## config.mk

```make
export PLATFORM = sky130hd
export DESIGN_NAME = axis_linear_interp
export DESIGN_NICKNAME = d
export VERILOG_FILES = /design/src/rtl/rpspmc_axis_pkg.sv /design/src/rtl/axis_skid_slot.sv /design/src/rtl/axis_linear_interp.sv
export SDC_FILE = /design/constraint.sdc
export NUM_CORES = 1
export LEC_CHECK = 0
export CAP_MARGIN = 20
export CORE_ASPECT_RATIO = 1.25
export CORE_UTILIZATION = 60
export DETAILED_ROUTE_END_ITERATION = 8
export PLACE_DENSITY = 0.78
export SETUP_SLACK_MARGIN = 0.5
export SYNTH_ARGS = -nofsm -noshare
export SYNTH_HDL_FRONTEND = slang
export SYNTH_HIERARCHICAL = 1
export SYNTH_SLANG_ARGS = --single-unit
```

## constraint.sdc

```tcl
create_clock -name a_clk -period 6.12 [get_ports a_clk]
set_input_delay 1.224 -clock a_clk [delete_from_list [all_inputs] [get_ports a_clk]]
set_output_delay 1.224 -clock a_clk [all_outputs]
set_load 0.02 [all_outputs]
```

## src/rtl/rpspmc_axis_pkg.sv

```systemverilog
// Shared types and width helpers for the RPSPMC AXIS rate-conversion blocks.
package rpspmc_axis_pkg;

    typedef enum logic [1:0] {
        IDLE = 2'd0,
        HOLD = 2'd1,
        RUN  = 2'd2
    } interp_state_e;

    // Accumulator holds value<<L, so it needs L extra bits.
    function automatic int unsigned acc_width(input int unsigned s_w, input int unsigned l);
        return s_w + l;
    endfunction

    function automatic int unsigned delta_width(input int unsigned s_w);
        return s_w + 1;
    endfunction

endpackage

```

## src/rtl/axis_skid_slot.sv

```systemverilog
// One-entry pending register; a consume in the same cycle frees the slot for a new write.
module axis_skid_slot #(
    parameter int unsigned Width = 32
) (
    input  logic             clk_i,
    input  logic             rst_i,
    input  logic             wr_valid_i,
    input  logic [Width-1:0] wr_data_i,
    input  logic             store_en_i,
    input  logic             consume_i,
    output logic             ready_o,
    output logic             pend_valid_o,
    output logic [Width-1:0] pend_data_o
);

    logic             valid_q, valid_d;
    logic [Width-1:0] data_q, data_d;
    logic             wr;

    assign ready_o      = !valid_q || consume_i;
    assign pend_valid_o = valid_q;
    assign pend_data_o  = data_q;

    always_comb begin
        wr      = wr_valid_i && ready_o && store_en_i;
        valid_d = valid_q;
        data_d  = data_q;
        if (consume_i) begin
            valid_d = 1'b0;
        end
        if (wr) begin
            valid_d = 1'b1;
            data_d  = wr_data_i;
        end
    end

    always_ff @(posedge clk_i) begin
        if (rst_i) begin
            valid_q <= 1'b0;
            data_q  <= '0;
        end else begin
            valid_q <= valid_d;
            data_q  <= data_d;
        end
    end

endmodule

```

## src/rtl/axis_linear_interp.sv

```systemverilog
// Linear-interpolating upsampler: each input segment is stepped over 2^INTERP_L next_dv strobes.
module axis_linear_interp
    import rpspmc_axis_pkg::*;
#(
    parameter int unsigned SAXIS_TDATA_WIDTH = 32,
    parameter int unsigned MAXIS_TDATA_WIDTH = 32,
    parameter int unsigned INTERP_L          = 6,
    parameter int unsigned UNDERRUN_W        = 16
) (
    input  logic                         a_clk,
    input  logic                         a_reset,
    input  logic                         next_dv,
    input  logic [SAXIS_TDATA_WIDTH-1:0] S_AXIS_tdata,
    input  logic                         S_AXIS_tvalid,
    output logic                         S_AXIS_tready,
    output logic [MAXIS_TDATA_WIDTH-1:0] M_AXIS_tdata,
    output logic                         M_AXIS_tvalid,
    output logic [UNDERRUN_W-1:0]        underrun_count
);

    localparam int unsigned SW     = SAXIS_TDATA_WIDTH;
    localparam int unsigned MW     = MAXIS_TDATA_WIDTH;
    localparam int unsigned AccW   = acc_width(SW, INTERP_L);
    localparam int unsigned DeltaW = delta_width(SW);

    interp_state_e             state_q, state_d;
    logic signed [AccW-1:0]    acc_q, acc_d, acc_sum;
    logic signed [DeltaW-1:0]  delta_q, delta_d, delta_load;
    logic signed [SW-1:0]      cur_q, cur_d;
    logic [INTERP_L-1:0]       step_q, step_d;
    logic [UNDERRUN_W-1:0]     underrun_q, underrun_d;
    logic [MW-1:0]             tdata_q, tdata_d;
    logic                      tvalid_q, tvalid_d;
    logic                      consume;
    logic                      store_en;
    logic                      pend_valid;
    logic [SW-1:0]             pend_data;

    // In IDLE the first sample loads the accumulator directly instead of the slot.
    assign store_en = (state_q != IDLE);

    axis_skid_slot #(
        .Width (SW)
    ) u_slot (
        .clk_i        (a_clk),
        .rst_i        (a_reset),
        .wr_valid_i   (S_AXIS_tvalid),
        .wr_data_i    (S_AXIS_tdata),
        .store_en_i   (store_en),
        .consume_i    (consume),
        .ready_o      (S_AXIS_tready),
        .pend_valid_o (pend_valid),
        .pend_data_o  (pend_data)
    );

    always_comb begin
        state_d    = state_q;
        acc_d      = acc_q;
        delta_d    = delta_q;
        cur_d      = cur_q;
        step_d     = step_q;
        underrun_d = underrun_q;
        tdata_d    = tdata_q;
        tvalid_d   = 1'b0;
        consume    = 1'b0;
        acc_sum    = acc_q + AccW'(delta_q);
        delta_load = DeltaW'($signed(pend_data)) - DeltaW'(cur_q);

        unique case (state_q)
            IDLE: begin
                if (S_AXIS_tvalid && S_AXIS_tready) begin
                    acc_d   = $signed({S_AXIS_tdata, {INTERP_L{1'b0}}});
                    cur_d   = $signed(S_AXIS_tdata);
                    delta_d = '0;
                    state_d = HOLD;
                end
            end
            HOLD: begin
                if (next_dv) begin
                    tvalid_d = 1'b1;
                    tdata_d  = acc_q[AccW-1 -: MW];
                    if (pend_valid) begin
                        consume = 1'b1;
                        delta_d = delta_load;
                        cur_d   = $signed(pend_data);
                        step_d  = '0;
                        state_d = RUN;
                    end
                end
            end
            RUN: begin
                if (next_dv) begin
                    tvalid_d = 1'b1;
                    acc_d    = acc_sum;
                    step_d   = step_q + INTERP_L'(1);
                    tdata_d  = acc_sum[AccW-1 -: MW];
                    // Last step of the segment: acc now equals cur<<L exactly.
                    if (&step_q) begin
                        if (pend_valid) begin
                            consume = 1'b1;
                            delta_d = delta_load;
                            cur_d   = $signed(pend_data);
                        end else begin
                            delta_d = '0;
                            state_d = HOLD;
                            if (!(&underrun_q)) begin
                                underrun_d = underrun_q + UNDERRUN_W'(1);
                            end
                        end
                    end
                end
            end
            default: state_d = IDLE;
        endcase
    end

    always_ff @(posedge a_clk) begin
        if (a_reset) begin
            state_q    <= IDLE;
            acc_q      <= '0;
            delta_q    <= '0;
            cur_q      <= '0;
            step_q     <= '0;
            underrun_q <= '0;
            tdata_q    <= '0;
            tvalid_q   <= 1'b0;
        end else begin
            state_q    <= state_d;
            acc_q      <= acc_d;
            delta_q    <= delta_d;
            cur_q      <= cur_d;
            step_q     <= step_d;
            underrun_q <= underrun_d;
            tdata_q    <= tdata_d;
            tvalid_q   <= tvalid_d;
        end
    end

    assign M_AXIS_tdata   = tdata_q;
    assign M_AXIS_tvalid  = tvalid_q;
    assign underrun_count = underrun_q;

endmodule

```

==> results of run 1 <==
[power groups by stage]
stage          logic [mW]  clock network (mW)  registers, mW
2_1_floorplan        2.28                   0           1.78
3_3_place_gp         3.04                   0           1.76
3_5_place_dp         3.10                   0           1.77
4_1_cts              3.12                1.14           1.74
5_1_grt              3.44                1.18           1.78
6_report             3.14                1.13           1.74
[synthesized netlist by cell type (3+ instances only)]
master / n
clkbuf_1: 66
nor3_1: 8
o21bai_1: 8
nor3b_1: 3
o21a_1: 14
and3_1: 10
o21ai_1: 6
inv_1: 56
a211oi_1: 46
ha_1: 75
nor2_1: 135
o31a_1: 5
buf_6: 4
a21o_1: 42
nand3_1: 29
dfxtp_1: 193
a32oi_1: 3
o211ai_1: 6
o21ai_0: 86
xor2_1: 32
nand4_1: 13
and2_1: 4
xnor2_1: 39
buf_12: 3
a31oi_1: 13
nand2b_1: 79
a22o_1: 17
o31ai_1: 3
buf_1: 8
or3_1: 11
a22oi_1: 14
a311oi_1: 3
mux2i_1: 68
a221oi_1: 7
nor2b_1: 5
a21oi_1: 171
nand2_1: 96
o22ai_1: 6
[through the flow]
stage	instance area, µm²	power (mW)
2_1_floorplan	11700	4.06
3_3_place_gp	12600	4.80
3_5_place_dp	12600	4.86
4_1_cts	13200	6.00
5_1_grt	13200	6.40
6_report	13200	6.01
[worst register-to-register path, delay by kind of cell (launching register included)]
family                   cells  cell delay, ns
buffers and inverters        1            0.06
multiplexers                 1            0.30
AND/OR/NAND/NOR              2            0.35
flip-flops                   1            0.34
AO/OA/AOI/OAI                7            1.80
adder cells (fa/ha/maj)      2            0.56
[registers in the layout, indices dropped and copies added (netlist names)]
name / count
cur_q: 32
delta_q: 33
underrun_count: 16
u_slot/pend_valid_o: 1
state_q: 2
step_q: 6
M_AXIS_tdata: 32
u_slot/pend_data_o: 32
M_AXIS_tvalid: 1
acc_q: 38
[cell families after synthesis]
| logic type | Yosys count |
|---|---|
| adders and majority gates | 77 |
| and+or+nand+nor | 411 |
| buffers and inverters | 141 |
| xor gates and xnor gates | 71 |
| DFF | 193 |
| AOI/OAI and AO/OA | 471 |
| muxes | 70 |
[layout make-up]
class                      instances  share of cell area
multi-input combinational       1100               0.551
sequential                       193               0.292
timing repair buffer              98              0.0718
clock buffer                      20              0.0345
tap                              261              0.0247
inverter                          56              0.0159
clock inverter                    11             0.00983
[per-layer routing]
metal / share of wire / vias to the layer above
met5: 0 / -
met4: 0.054 / 0
met3: 0.036 / 92
met2: 0.48 / 314
met1: 0.43 / 4907
li1: - / 5195
[worst min path at each step]
| stage | end | from | slack, ns |
|---|---|---|---|
| final | acc_q[0] | acc_q[0] | 0.46 |
| after global routing | acc_q[2] | acc_q[2] | 0.48 |
| after CTS | acc_q[5] | acc_q[5] | 0.46 |
| after detailed placement | acc_q[5] | acc_q[5] | 0.45 |
| after global placement | acc_q[0] | acc_q[0] | 0.44 |
| after floorplan | acc_q[3] | acc_q[3] | 0.44 |
==> summary.md, run 1 <==
| Metric | Value |
|---|---|
| Status | complete, no violations |
| Resized Gates After CTS | 0 |
| Initial Utilization | 0.619 |
| Vias in the first global route | 9,831 |
| Met2 usage | 0.544 |
| Internal Pwr Total | 3.38 mW |
| Met1 Usage GRT | 0.367 |
| Relative slew slack | 0.379 |
| Clock share of power | 0.187 |
| Setup_tns | 0 ns |
| Data arrival, critical path | 3.02 ns |
| Yosys top cell by area | dfxtp_1 |
| DR WL/cell | 17.7 µm |
| Fill cells | 1,541 |
| Max incr delay on CP | 0.65 ns |
| I/O pin count | 86 |
| DRT Wirelength | 30,900 µm |
| Hold_ws | 0.459 ns |
| Area of the multi-input gates | 7300 µm² |
| Synth top area cells | dfxtp_1 (33%), ha_1 (8.0%), a21oi_1 (7.3%) |
| Crit path required time | 4.90 ns |
| Global route hottest layer | met2 |
| Initial DRT Pass Iterations | 5 |
| Dpl hpwl | 21,600 µm |
| Critical path peak fanout | 9 |
| CTS max path bufs | 2 |
| H-tree Lvls | 4 |
| # Post-CTS Setup Buffers | 0 |
| Mapped Cells | 1,434 |
| Final ANT Viol Nets | 0 |
| Core area | 19,000 µm² |
| Clk pin slew, worst setup/hold paths | 0.07 ns |
| R2r setup slk | 2.65 ns |
| YS warnings | 6 |
| Post-Synth Simple-Gate Area | 0.171 |
| Worst skew pair latency | 0.44 ns |
| Most frequent cells in the layout | dfxtp_1 (193), a21oi_1 (171), nor2_1 (134) |
| Post-synth ARST share | 0 |
| Root buffer cell | clkbuf_16 |
| Compound-Gate Fraction of Synth Area | 0.252 |
| Startpoint Class | input port |
| Final Hold Fails | 0 |
| Final min period | 4.24 ns |
| Worst clock skew | 0.0136 ns |
| Total number of vias | 10.5k |
| Switching Fraction | 0.438 |
| Initial DRC Count | 690 |
| Synthesized area | 11,700 µm² |
| Critical path's slowest cell | clkdlybuf4s50_1 |
| Full die area | 20,100 µm² |
| I/O Buffers | 85 |
| TritonCTS clock tree | done |
| CTS buffer count | 17 |
| DRC Markers | 0 |
| Bufs and invs on worst path | 2 |
| Die Wd | 127 µm |
| Antenna diode count | 0 |
| Post-synth top area share | 0.329 |
| Number of placement rows | 56 |
| VDD IR-drop max | 0.000290 V |
| Achievable Freq | 236 MHz |
| Nets | 1,579 |
| Met3 GRT Util | 0.0353 |
| Worst slew pin tran | 0.931 ns |
| Max cap viols | 0 |
| RR Startpoint | delta_q[0] |
| Worst setup endpoint | S_AXIS_tready |
| Initial antenna violation count | 0 |
| Synth Area in Adders | 0.0833 |
| Max-slew violations | 0 |
| Cell Chain, Critical Path | clkdlybuf4s50_1, nand2_1, nor3b_1, nand2b_4, clkdlybuf4s50_1 |
| Hold crit path type | flop to flop |
| Period utilization | 0.693 |
| Setup ws final | 1.88 ns |
| Sink Count | 193 |
| Die height | 158 µm |
| Leak Pwr | 5.36 nW |
| Synthesis-to-finish area growth | 12.7% |
| Cell variety after synth | 72 |
| Reg power frac | 0.290 |
| RSZ-0062 raised after global routing | no |
| Nets in the synthesized netlist | 1,547 |
| Power Dens Cells | 454 nW/µm² |
| Xor/xnor share of the synthesized area | 0.0529 |
| Dominant synthesized flop cell | dfxtp_1 |
| Worst Setup SP | next_dv |
| GRT Overall Usage | 0.311 |
| Final std cells w/o fill | 1,739 |
| Delay-heaviest family, CP | buffers and inverters |
| Largest net degree at the start of global routing | 93 |
| Crit path depth | 5 |
| Placed cell count | 1,707 |
| Most used cell along the critical path | clkdlybuf4s50_1 |
| Cts hold-fix bufs | 0 |
| Multiplexer share of the synthesized area | 0.0599 |
| Type of the worst setup path | input port to output port |
| Hold path depth | 2 |
| Reg2reg end | M_AXIS_tdata[30] |
| Gate power share | 0.523 |
| Final Util | 0.697 |
| Setup-failing EPs final | 0 |
| Main combinational cell family by area after synthesis | compound AO/OA/AOI/OAI gates |
| First-pass GRT wire length | 49,300 µm |
| CP Capture Type | output port |
| Grt ovf | 0 |
| Number of synthesized flops with an enable pin | 0 |
| Syn_area_per_cell | 8.19 µm² |
| FF/Latch Area | 3860 µm² |
| Gp weighted congestion | 1.00 |
| #FFs+latches synth | 193 |
| Most common cell after layout, fill and taps aside | dfxtp_1 |
| Place WS | 1.77 ns |
| Share of layout cells above drive strength 1 | 0.0487 |
| Switching power | 2.63 mW |
| Routed vias/inst | 6.04 |
| Seq/Total Area, Yosys | 0.329 |
| Worst-case reg-to-reg path depth | 13 |
No activity file was read; power rests on OpenSTA's default activity.
==> run 2: changes to the inputs <==
Settings changed: CORE_UTILIZATION 60 to 54, PLACE_DENSITY 0.78 to 0.74.
Clock period 6.12 ns to 3.5 ns, I/O delays scaled along.
==> summary.md, run 2 (synthesis results as in run 1) <==
| Metric | Value |
|---|---|
| Status | complete, no violations |
| Gp weighted congestion | 0.924 |
| Delay-heaviest family, CP | simple AND/OR/NAND/NOR gates |
| Bufs and invs on worst path | 1 |
| I/O Buffers | 85 |
| Max cap viols | 0 |
| Data arrival, critical path | 3.34 ns |
| Achievable Freq | 336 MHz |
| Relative slew slack | 0.332 |
| Most common cell after layout, fill and taps aside | dfxtp_1 |
| Initial Utilization | 0.558 |
| Total number of vias | 10.8k |
| Dpl hpwl | 22,600 µm |
| Initial DRT Pass Iterations | 5 |
| DRC Markers | 0 |
| First-pass GRT wire length | 51,900 µm |
| Root buffer cell | clkbuf_16 |
| Initial antenna violation count | 0 |
| Met3 GRT Util | 0.0301 |
| DRT Wirelength | 33,500 µm |
| I/O pin count | 86 |
| Placed cell count | 1,728 |
| Max-slew violations | 0 |
| Final ANT Viol Nets | 0 |
| Worst Setup SP | delta_q[11] |
| Critical path peak fanout | 6 |
| DR WL/cell | 18.8 µm |
| Period utilization | 0.850 |
| Worst slew pin tran | 0.998 ns |
| Final std cells w/o fill | 1,786 |
| Die height | 167 µm |
| CTS max path bufs | 2 |
| Power Dens Cells | 796 nW/µm² |
| Number of placement rows | 59 |
| Setup_tns | 0 ns |
| Reg power frac | 0.275 |
| TritonCTS clock tree | done |
| CP Capture Type | flop |
| Grt ovf | 0 |
| Met2 usage | 0.500 |
| Met1 Usage GRT | 0.351 |
| R2r setup slk | 0.53 ns |
| Worst clock skew | 0.0130 ns |
| Global route hottest layer | met2 |
| Switching Fraction | 0.442 |
| Startpoint Class | flop |
| Core area | 21,000 µm² |
| Hold path start | acc_q[5] |
| Largest net degree at the start of global routing | 85 |
| Most frequent cells in the layout | dfxtp_1 (178), a21oi_1 (165), nor2_1 (130) |
| Leak Pwr | 5.62 nW |
| Nets | 1,612 |
| Clock share of power | 0.174 |
| Max incr delay on CP | 0.55 ns |
| Type of the worst setup path | flop to flop |
| Internal Pwr Total | 6.25 mW |
| Gate power share | 0.551 |
| Largest regs | acc_q (38), delta_q (33) |
| Worst skew pair latency | 0.45 ns |
| GRT Overall Usage | 0.291 |
| Synthesis-to-finish area growth | 19.9% |
| RSZ-0062 raised after global routing | yes |
| Antenna diode count | 0 |
| Setup-failing EPs final | 0 |
| VDD IR-drop max | 0.000481 V |
| Vias in the first global route | 10.2k |
| Top reg by flops | acc_q |
| Die Wd | 134 µm |
| Cts hold-fix bufs | 0 |
| Routed vias/inst | 6.06 |
| Final min period | 2.97 ns |
| Max reg flops | 38 |
| Critical path's slowest cell | or4_4 |
| Cell Chain, Critical Path | ha_2, nand2_2, o21ai_1, a21oi_1, nand2_1, a221oi_2, buf_4, a311oi_4, nor4b_2, nand4b_1, or4_4, a31oi_4 |
| CTS buffer count | 17 |
| Crit path required time | 3.87 ns |
| Final Hold Fails | 0 |
| Share of layout cells above drive strength 1 | 0.122 |
| H-tree Lvls | 4 |
| Initial DRC Count | 706 |
| Full die area | 22,400 µm² |
| RR Startpoint | delta_q[11] |
| Clk pin slew, worst setup/hold paths | 0.07 ns |
| Hold crit path type | flop to flop |
| Sink Count | 193 |
| Switching power | 4.96 mW |
-- run 2: cell count changes in the layout (fill, tap and decap cells not counted), moves of 5 or more --
| cell | delta |
|---|---|
| buf_4 | +29 |
| o21ai_0 | -5 |
| a21oi_1 | -6 |
| buf_12 | +5 |
| ha_2 | +5 |
| ha_4 | +19 |
| ha_1 | -24 |
| dfxtp_2 | +15 |
| dfxtp_1 | -15 |
| a21oi_2 | +5 |
| nand2_1 | -5 |
| nand2_2 | +5 |
-- run 2: metrics by stage --
stage               hold WS [ns]  utilization  total power [mW]  setup slack [ns]  cell area, µm²
finish                     0.471        0.670              11.2             0.526           14100
CTS                        0.466        0.639              10.7             0.487           13400
global placement           0.442        0.607              8.60             0.333           12800
global route               0.498        0.670              11.9             0.448           14100
detailed placement         0.454        0.607              8.70             0.236           12800
floorplan                  0.436            -              7.10             0.660           11700
-- run 2: routing by layer --
layer,vias up,part of all wire,wire [µm]
met3,116,0.042,1410
li1,5255,-,-
met1,5110,0.41,13800
met5,-,0,0
met4,0,0.062,2070
met2,341,0.48,16200
-- run 2: what timing repair did --
item,in CTS,in global routing
setup buffers,5,21
endpoints found under the setup margin,16,41
resized for setup,15,96
pin swaps,8,34
-- run 2: power groups by stage --
stage / combinational [mW] / sequential, mW / clock [mW]
after floorplan: 3.98 / 3.12 / 0
after global placement: 5.53 / 3.07 / 0
after detailed placement: 5.61 / 3.09 / 0
after CTS: 5.70 / 3.04 / 1.97
after global routing: 6.73 / 3.14 / 2.06
final: 6.18 / 3.08 / 1.96
-- run 2: tightest hold or removal path: stages (launching register included) --
cell     delay (ns)
dfxtp_1        0.32
nand2_1        0.06
a21oi_1        0.05
-- run 2: path summary, 6_finish.rpt --
check / endpoint / cells past startpoint
worst max-delay path: acc_q[37] / 12
worst min-delay path: acc_q[5] / 2
worst max register to register: acc_q[37] / 12
worst min register to register: acc_q[5] / 2
-- run 2: cell type report --
class / instances / area [µm²]
clock buffer: 19 / 443
tap: 274 / 343
inverter: 56 / 210
sequential: 193 / 3880
fill: 1751 / 6950
timing repair buffer: 131 / 1250
clock inverter: 13 / 125
multi-input combinational: 1100 / 7830
==> run 3: changes to the inputs <==
Clock period 3.5 ns to 2.6 ns, I/O delays scaled along.
==> summary.md, run 3 (synthesis results as in run 1) <==
| Metric | Value |
|---|---|
| Most common cell after layout, fill and taps aside | buf_4 |
| Bufs and invs on worst path | 1 |
| Top reg by flops | acc_q |
| Share of layout cells above drive strength 1 | 0.437 |
| Synthesis-to-finish area growth | 60.7% |
| H-tree Lvls | 4 |
| I/O Buffers | 85 |
| Total number of vias | 14.7k |
| Setup_tns | -16.38 ns |
| RSZ-0062 raised after global routing | yes |
| Worst slew pin tran | 0.953 ns |
| Gp weighted congestion | 0.938 |
| Met2 WL | 26,600 µm |
| CTS buffer count | 17 |
| Failing checks | negative setup slack |
| Cell Chain, Critical Path | ha_4, nand2_4, nor2_4, nand2_2, nor4b_4, a221oi_2, buf_4, a311oi_4, nor4b_2, nand4b_1, or4_1, a31oi_1 |
| Worst clock skew | 0.0193 ns |
| Cts hold-fix bufs | 0 |
| Full die area | 22,400 µm² |
| Met1 WL | 19,600 µm |
| Final ANT Viol Nets | 0 |
| Crit path required time | 2.99 ns |
| GRT Overall Usage | 0.392 |
| Grt ovf | 0 |
| Routed vias/inst | 7.09 |
| Hold_ws | 0.328 ns |
| Core area | 21,000 µm² |
| Type of the worst setup path | flop to flop |
| Max-slew violations | 0 |
| Relative slew slack | 0.365 |
| Power Dens Cells | 1250 nW/µm² |
| Startpoint Class | flop |
| Max incr delay on CP | 0.75 ns |
| Most frequent cells in the layout | buf_4 (229), dfxtp_1 (132), nor2_1 (100) |
| Status | finished with violations |
| Root buffer cell | clkbuf_16 |
| Initial DRC Count | 2,011 |
| Data arrival, critical path | 3.85 ns |
| CTS max path bufs | 2 |
| Nets | 1,900 |
| I/O pin count | 86 |
| Hold crit path type | input port to flop |
| Number of placement rows | 59 |
| Delay-heaviest family, CP | simple AND/OR/NAND/NOR gates |
| Die Wd | 134 µm |
| VDD IR-drop max | 0.00154 V |
| Period utilization | 1.33 |
| First-pass GRT wire length | 68,800 µm |
| Max reg flops | 38 |
| Critical path's slowest cell | or4_1 |
| Largest regs | acc_q (38), delta_q (33) |
| Dpl hpwl | 25,300 µm |
| Initial Utilization | 0.558 |
| Max cap viols | 0 |
| Setup-failing EPs final | 58 |
| Largest net degree at the start of global routing | 74 |
| DR WL/cell | 29.1 µm |
| Setup ws final | -0.867 ns |
| Vias in the first global route | 13.0k |
| DRC Markers | 0 |
| Worst skew pair latency | 0.47 ns |
| TritonCTS clock tree | done |
| CP Capture Type | flop |
| DRT Wirelength | 60,200 µm |
| Die height | 167 µm |
| Initial antenna violation count | 2 |
| Leak Pwr | 7.74 nW |
| Fill cells | 817 |
| Initial DRT Pass Iterations | 9 |
| Final min period | 3.47 ns |
| Clk pin slew, worst setup/hold paths | 0.08 ns |
| Final Util | 0.898 |
| Achievable Freq | 288 MHz |
| Critical path peak fanout | 3 |
| Antenna diode count | 0 |
| Final Hold Fails | 0 |
| Met3 WL | 7820 µm |
| Top Metal Used | met4 |
| Sink Count | 193 |
## run 3: layout make-up
type | count | area (µm²) | share of cell area
Tap cell | 274 | 343 | 0.0182
Clock buffer | 24 | 492 | 0.0260
Inverter | 56 | 218 | 0.0115
Timing Repair Buffer | 419 | 4210 | 0.223
Clock inverter | 7 | 76.3 | 0.00404
Multi-Input combinational cell | 1100 | 9590 | 0.508
Sequential cell | 193 | 3960 | 0.210
## run 3: worst reg2reg max path: stages, from the launching register on
cell and delay, ns:
dfxtp_4 0.36, ha_4 0.30, nand2_4 0.07, nor2_4 0.14
nand2_2 0.10, nor4b_4 0.33, a221oi_2 0.10, buf_4 0.17
a311oi_4 0.30, nor4b_2 0.11, nand4b_1 0.48, or4_1 0.76
a31oi_1 0.19
## run 3: path summary, 6_finish.rpt
| kind | cells past startpoint | from | endpoint | slack, ns |
|---|---|---|---|---|
| worst max-delay path | 12 | acc_q[20] | acc_q[37] | -0.87 |
| worst min-delay path | 2 | a_reset | u_slot/pend_valid_o | 0.33 |
| worst max register to register | 12 | acc_q[20] | acc_q[37] | -0.87 |
| worst min register to register | 2 | M_AXIS_tdata[17] | M_AXIS_tdata[17] | 0.48 |
## run 3: what timing repair did
item                                    in CTS  in global routing
cloned                                      13                  4
pin swaps                                  133                125
setup buffers                               84                 46
resized for setup                          290                232
endpoints found under the setup margin     140                183
## run 3: stage by stage
step	total power, mW	std cells	instance area (µm²)	worst slack (ns)
finish	23.6	2073	18900	-0.867
global route	24.1	2073	18900	-0.907
CTS	19.8	2023	17400	-0.162
detailed placement	13.3	1895	14600	-0.357
global placement	13.1	1895	14600	-0.277
floorplan	10.4	1434	12500	-0.215
## run 3: routing by layer
metal | vias up | track usage
met5 | - | 0
met4 | 0 | 0.223
met3 | 601 | 0.0749
met2 | 1421 | 0.664
met1 | 6848 | 0.458
li1 | 5821 | -
## run 3: power by group
group          switching [mW]  internal (mW)
Sequential              0.685           3.68
Clock                    1.31           1.43
Combinational            8.82           7.73
==> edit 1: new RTL, config.mk and constraints of run 1 <==
Re-encode `interp_state_e` (3 states) as one-hot, 3 bits wide.
--- a/src/rtl/rpspmc_axis_pkg.sv
+++ b/src/rtl/rpspmc_axis_pkg.sv
@@ -1,10 +1,10 @@
 // Shared types and width helpers for the RPSPMC AXIS rate-conversion blocks.
 package rpspmc_axis_pkg;
 
-    typedef enum logic [1:0] {
-        IDLE = 2'd0,
-        HOLD = 2'd1,
-        RUN  = 2'd2
+    typedef enum logic [2:0] {
+        IDLE = 3'b001,
+        HOLD = 3'b010,
+        RUN  = 3'b100
     } interp_state_e;
 
     // Accumulator holds value<<L, so it needs L extra bits.
Function: same outputs for any inputs over 4 cycles, from zero or initial values and one cycle with a_reset high; so few cycles prove little.
==> edit 1 against run 1 <==
Setup slack got worse by 0.37 ns; routed wire length down 0.95%; utilization fell by 0.74 points; cell count increased by 0.86%; combinational power shrank 38%; cell area up 1.8%; sequential cell count is 1 higher; total power shrank 21%; sequential share of layout area down 0.37 points; die area up 2.4%; area after synthesis up 2.4%; sequential power shrank 10%; register-to-register slack got worse by 0.32 ns; highest routed layer unchanged.
==> edit 1: results (changes against run 1) <==
Status
  • Status: completed

Drt
  • Met3 WL post-DR: 1697 um (+55%)
  • DR iter-0 viols: 911 (+32%)
  • Vias/cell: 6.011 (-0.52%)
  • Vias: 10,544 (+0.34%)
  • Met2 WL post-DR: 13,850 um (-6.5%)
  • Metal-1 WL: 14,460 um (+8.9%)
  • Drt first pass iters: 5 (unchanged)
  • Drt wl/cell: 17.43 um (-1.8%)

Synthesis
  • Synth cell count leaders: dfxtp_1, nor2_1, a21oi_1
  • Mux contribution to synthesized area: 0.05573 (-0.004122)
  • Syn_area_per_cell: 8.322 um^2 (+1.6%)
  • Compound-Gate Fraction of Synth Area: 0.2378 (-0.01429)
  • Synth top area cells: dfxtp_1, ha_1, nor2_1, mux2i_1, a21oi_1
  • Post-synthesis sequential area ratio: 0.3227 (-0.006132)
  • Yosys cell types: 89 (+24%)
  • Post-Synth XOR/XNOR Area: 0.05386 (+0.0009287)
  • Adder-Cell Fraction of Synth Area: 0.07715 (-0.006133)

Clocking
  • Clock root buffer: clkbuf_16

Worst setup path
  • Worst flop-to-flop path endpoint: acc_q[23]$_SDFFE_PP0P_
  • Setup slack, reg-to-reg: 2.33 ns (-0.32 ns)
  • Worst EP arrival: 3.39 ns (+0.37 ns)
  • Worst reg2reg path startpoint: state_q[2]$_SDFFE_PP0P_
  • Crit-path max FO: 35 (+26)
  • Reg2Reg Depth: 12 (-1)
  • Delay of the slowest critical-path stage: 0.61 ns (-0.04 ns)
  • Crit Path Class: flop to primary output

GRT
  • Vias in the first global route: 9,684 (-1.5%)
  • Largest net degree at the start of global routing: 138 (+48%)
  • First-pass GRT wire length: 49,160 um (-0.24%)
  • All-layer global routing usage: 0.2984 (-0.01284)

Cells and area
  • Post-layout nets: 1,585 (+0.38%)
  • Layout cells sized above 1: 0.06514 (+0.01643)

Placement
  • GPL Wtd Cong: 0.9442 (-5.5%)
  • Placed cell count: 1,722 (+0.88%)
  • Dpl ws: 1.557 ns (-0.2144 ns)
  • Area after DPL: 12,830 um^2 (+1.6%)
  • Hpwl dp: 22,090 um (+2.3%)

Power and ir drop
  • Max IR drop VDD: 0.0002143 V (-26%)
  • Lkg Pwr: 5.094 nW (-5.0%)

STA
  • Clock skew: 0.01416 ns (+0.0005885 ns)
  • Normalized max-slew margin: 0.3795 (+0.0004300)
  • Minimum clock period: 4.614 ns (+0.3712 ns)
  • Post-route setup TNS: 0 ns (unchanged)
  • Final Hold Slack: 0.4666 ns (+0.007153 ns)
## edit 1: changes by cell type in the layout (fill, tap and decap cells not counted), moves of 6 or more
cell	before	now
a211oi_1	46	74
o21ai_1	5	14
nor2b_1	4	12
a21oi_1	171	123
nor3_1	6	28
inv_1	55	47
a22oi_1	14	8
a211oi_2	0	18
a21o_1	42	18
o21ai_0	86	45
nand2_1	96	86
nor2_1	134	188
## edit 1: layout make-up
cell class	count	area, um^2
Clock buffer	21	470.5
Clock inverter	11	172.7
Fill cell	1682	6065
Inverter	48	180.2
Multi-Input combinational cell	1117	7488
Sequential cell	194	3884
Tap cell	265	331.6
Timing Repair Buffer	98	949.7
## edit 1: power by group
part	total [mW]	switching [mW]	internal [mW]
registers	1.56	0.128	1.43
logic	1.96	1.17	0.792
clock network	1.23	0.510	0.721
total	4.76	1.81	2.95
## edit 1: layer usage
metal,GRT usage,up-vias
met4,0.08556,0
met5,0,-
li1,-,5222
met2,0.4742,325
met1,0.4153,4954
met3,0.04797,43
==> edit 2: new RTL, flow settings as in run 1 <==
Without the edit above. Change the parameter `SAXIS_TDATA_WIDTH` from 32 to 64.
--- a/src/rtl/axis_linear_interp.sv
+++ b/src/rtl/axis_linear_interp.sv
@@ -2,7 +2,7 @@
 module axis_linear_interp
     import rpspmc_axis_pkg::*;
 #(
-    parameter int unsigned SAXIS_TDATA_WIDTH = 32,
+    parameter int unsigned SAXIS_TDATA_WIDTH = 64,
     parameter int unsigned MAXIS_TDATA_WIDTH = 32,
     parameter int unsigned INTERP_L          = 6,
     parameter int unsigned UNDERRUN_W        = 16
Interface: changed (resized S_AXIS_tdata); port bits go from 86 to 118. The function was not compared with the original's and may differ.
==> edit 2 against run 1 <==
Clock skew hardly changed; global-route usage rose by 2.0 points; register-to-register slack worse by 0.61 ns; sequential power grew 69%; first-iteration DRC count rose by 110%; setup slack worse by 0.10 ns; worst hold slack gained 0.0047 ns; total power grew 91%; area after synthesis increased by 82%; routed wire length increased by 96%; sequential cell count increased by 128; synthesized cell count up 89%; cell area grew 80%; critical path type is now flop to primary output; critical endpoint unchanged; largest cell class unchanged.
==> edit 2: results (changes against run 1) <==
GRT
  • First-pass GRT wire length: 97,040 um (+97%)
  • Vias in the first global route: 18,749 (+91%)
  • Met1 Usage GRT: 0.4187 (+0.05200)
  • All-layer global routing usage: 0.3317 (+0.02039)
  • Initial antenna violation count: 0 (unchanged)
  • Largest net degree at the start of global routing: 130 (+40%)
  • M3 GR Usage: 0.03466 (-0.0006205)
  • Met2 usage in global routing: 0.5810 (+0.03652)

Worst setup path
  • Setup slack, reg-to-reg: 2.04 ns (-0.61 ns)
  • Crit-path max FO: 33 (+24)
  • Worst setup startpoint: state_q[1]$_SDFFE_PP0P_
  • Worst flop-to-flop path endpoint: delta_q[49]$_SDFFE_PP0P_
  • CP endpoint: S_AXIS_tready
  • Reg2Reg Depth: 13 (unchanged)
  • Worst EP arrival: 3.12 ns (+0.10 ns)
  • Worst reg2reg path startpoint: cur_q[1]$_SDFFE_PP0P_

Hold path
  • Hold Crit Depth: 2 (unchanged)
  • HP Class: flop to flop
  • HP Start: delta_q[58]$_SDFFE_PP0P_

Synthesis
  • Synth top area cells: dfxtp_1, ha_1, mux2i_1, a21oi_1, a211oi_1
  • Post-synthesis sequential area ratio: 0.3003 (-0.02858)
  • Synth Net Count: 2,919 (+89%)
  • Syn_area_per_cell: 7.897 um^2 (-3.6%)
  • Yosys cell types: 74 (+2.8%)
  • Syn. warnings: 6 (unchanged)
  • Synth Flop Type: dfxtp_1
  • Ys async rst share: 0 (unchanged)
  • Synth cell count leaders: dfxtp_1, nor2_1, a21oi_1

STA
  • Final Max Slew Viols: 0 (unchanged)
  • Minimum clock period: 4.347 ns (+0.1046 ns)
  • Worst-Margin Slew: 1.065 ns (+0.1336 ns)
  • Clock skew: 0.01399 ns (+0.0004183 ns)

Placement
  • Placed cell count: 3,136 (+84%)
  • Dpl ws: 1.804 ns (+0.03202 ns)
  • Area after DPL: 22,590 um^2 (+79%)
  • IO buf count: 117 (+38%)
  • Hpwl dp: 44,040 um (+100%)
  • GPL Wtd Cong: 0.9610 (-3.9%)

Status
  • Status: completed

Power and ir drop
  • Max IR drop VDD: 0.0004622 V (+59%)
  • Lkg Pwr: 9.365 nW (+75%)

Clocking
  • Clock root buffer: clkbuf_16
  • Max clock buf depth: 3 (+1)
  • CTS Hold Buffers Added: 0 (unchanged)
  • CTS Buf Count: 37 (+20)
  • Post-cts resize count: 0 (unchanged)
  • H-tree levels: 2 (-2)
  • Clk_lat worst skew: 0.55 ns (+0.11 ns)
  • Clock Pin Slew Worst Setup and Hold Paths: 0.06 ns
  • Postcts setup bufs: 0 (unchanged)

Cells and area
  • Top flop regs: acc_q (70), delta_q (65)
  • Antenna diode count: 0 (unchanged)
  • Post-Layout Cell Count: 3,203 (+84%)
  • Layout cells sized above 1: 0.04059 (-0.008129)

Drt
  • Vias: 19,684 (+87%)
  • Drt first pass iters: 5 (unchanged)
  • DR iter-0 viols: 1,456 (+110%)
  • ANT nets after route: 0 (unchanged)
  • Total Wirelength: 60,530 um (+96%)
==> edit 2: cells by family after synthesis <==
| kind of cell | Yosys count | share of synthesized area |
|---|---|---|
| mux | 151 | 0.07063 |
| compound gates | 817 | 0.2464 |
| fa+ha+maj | 141 | 0.08314 |
| xor+xnor | 132 | 0.05402 |
| simple gates | 863 | 0.1895 |
| buf+inv | 285 | 0.05607 |
| flops | 321 | 0.3003 |
==> edit 2: worst max-delay path, stage by stage (launching register included) <==
cell             delay, ns
dfxtp_1               0.42
inv_1                 0.12
ha_4                  0.70
inv_1                 0.28
nor3b_1               0.27
nand2b_4              0.18
clkdlybuf4s50_1       0.61
==> edit 2: cell type report <==
cell class	count	area (um^2)
clock buffer	59	1151
clock inverter	8	93.84
fill	2965	10970
inverter	109	409.1
multi-input combinational	2104	13830
sequential	321	6426
tap	468	585.6
timing repair buffer	134	1341
==> edit 2: routing by layer <==
metal,wire length [um],up-vias
li1,-,9670
met1,26050,9313
met2,29140,575
met3,3300,126
met4,2042,0
met5,0,-
==> edit 2: how the worst min path moves through the flow <==
stage | slack, ns | end
after floorplan | 0.43 | delta_q[18]$_SDFFE_PP0P_
after global placement | 0.44 | delta_q[43]$_SDFFE_PP0P_
after detailed placement | 0.45 | delta_q[43]$_SDFFE_PP0P_
after CTS | 0.47 | delta_q[4]$_SDFFE_PP0P_
after global routing | 0.49 | acc_q[2]$_SDFFE_PP0P_
final | 0.46 | delta_q[58]$_SDFFE_PP0P_
==> edit 2: where the power goes <==
| group | leakage [nW] | internal (mW) | total, mW | switching [mW] |
|---|---|---|---|---|
| registers | 2.62 | 2.60 | 2.94 | 0.342 |
| clock network | 0.617 | 1.37 | 2.28 | 0.909 |
| logic | 6.12 | 2.37 | 6.27 | 3.90 |
| total | 9.36 | 6.34 | 11.5 | 5.15 |
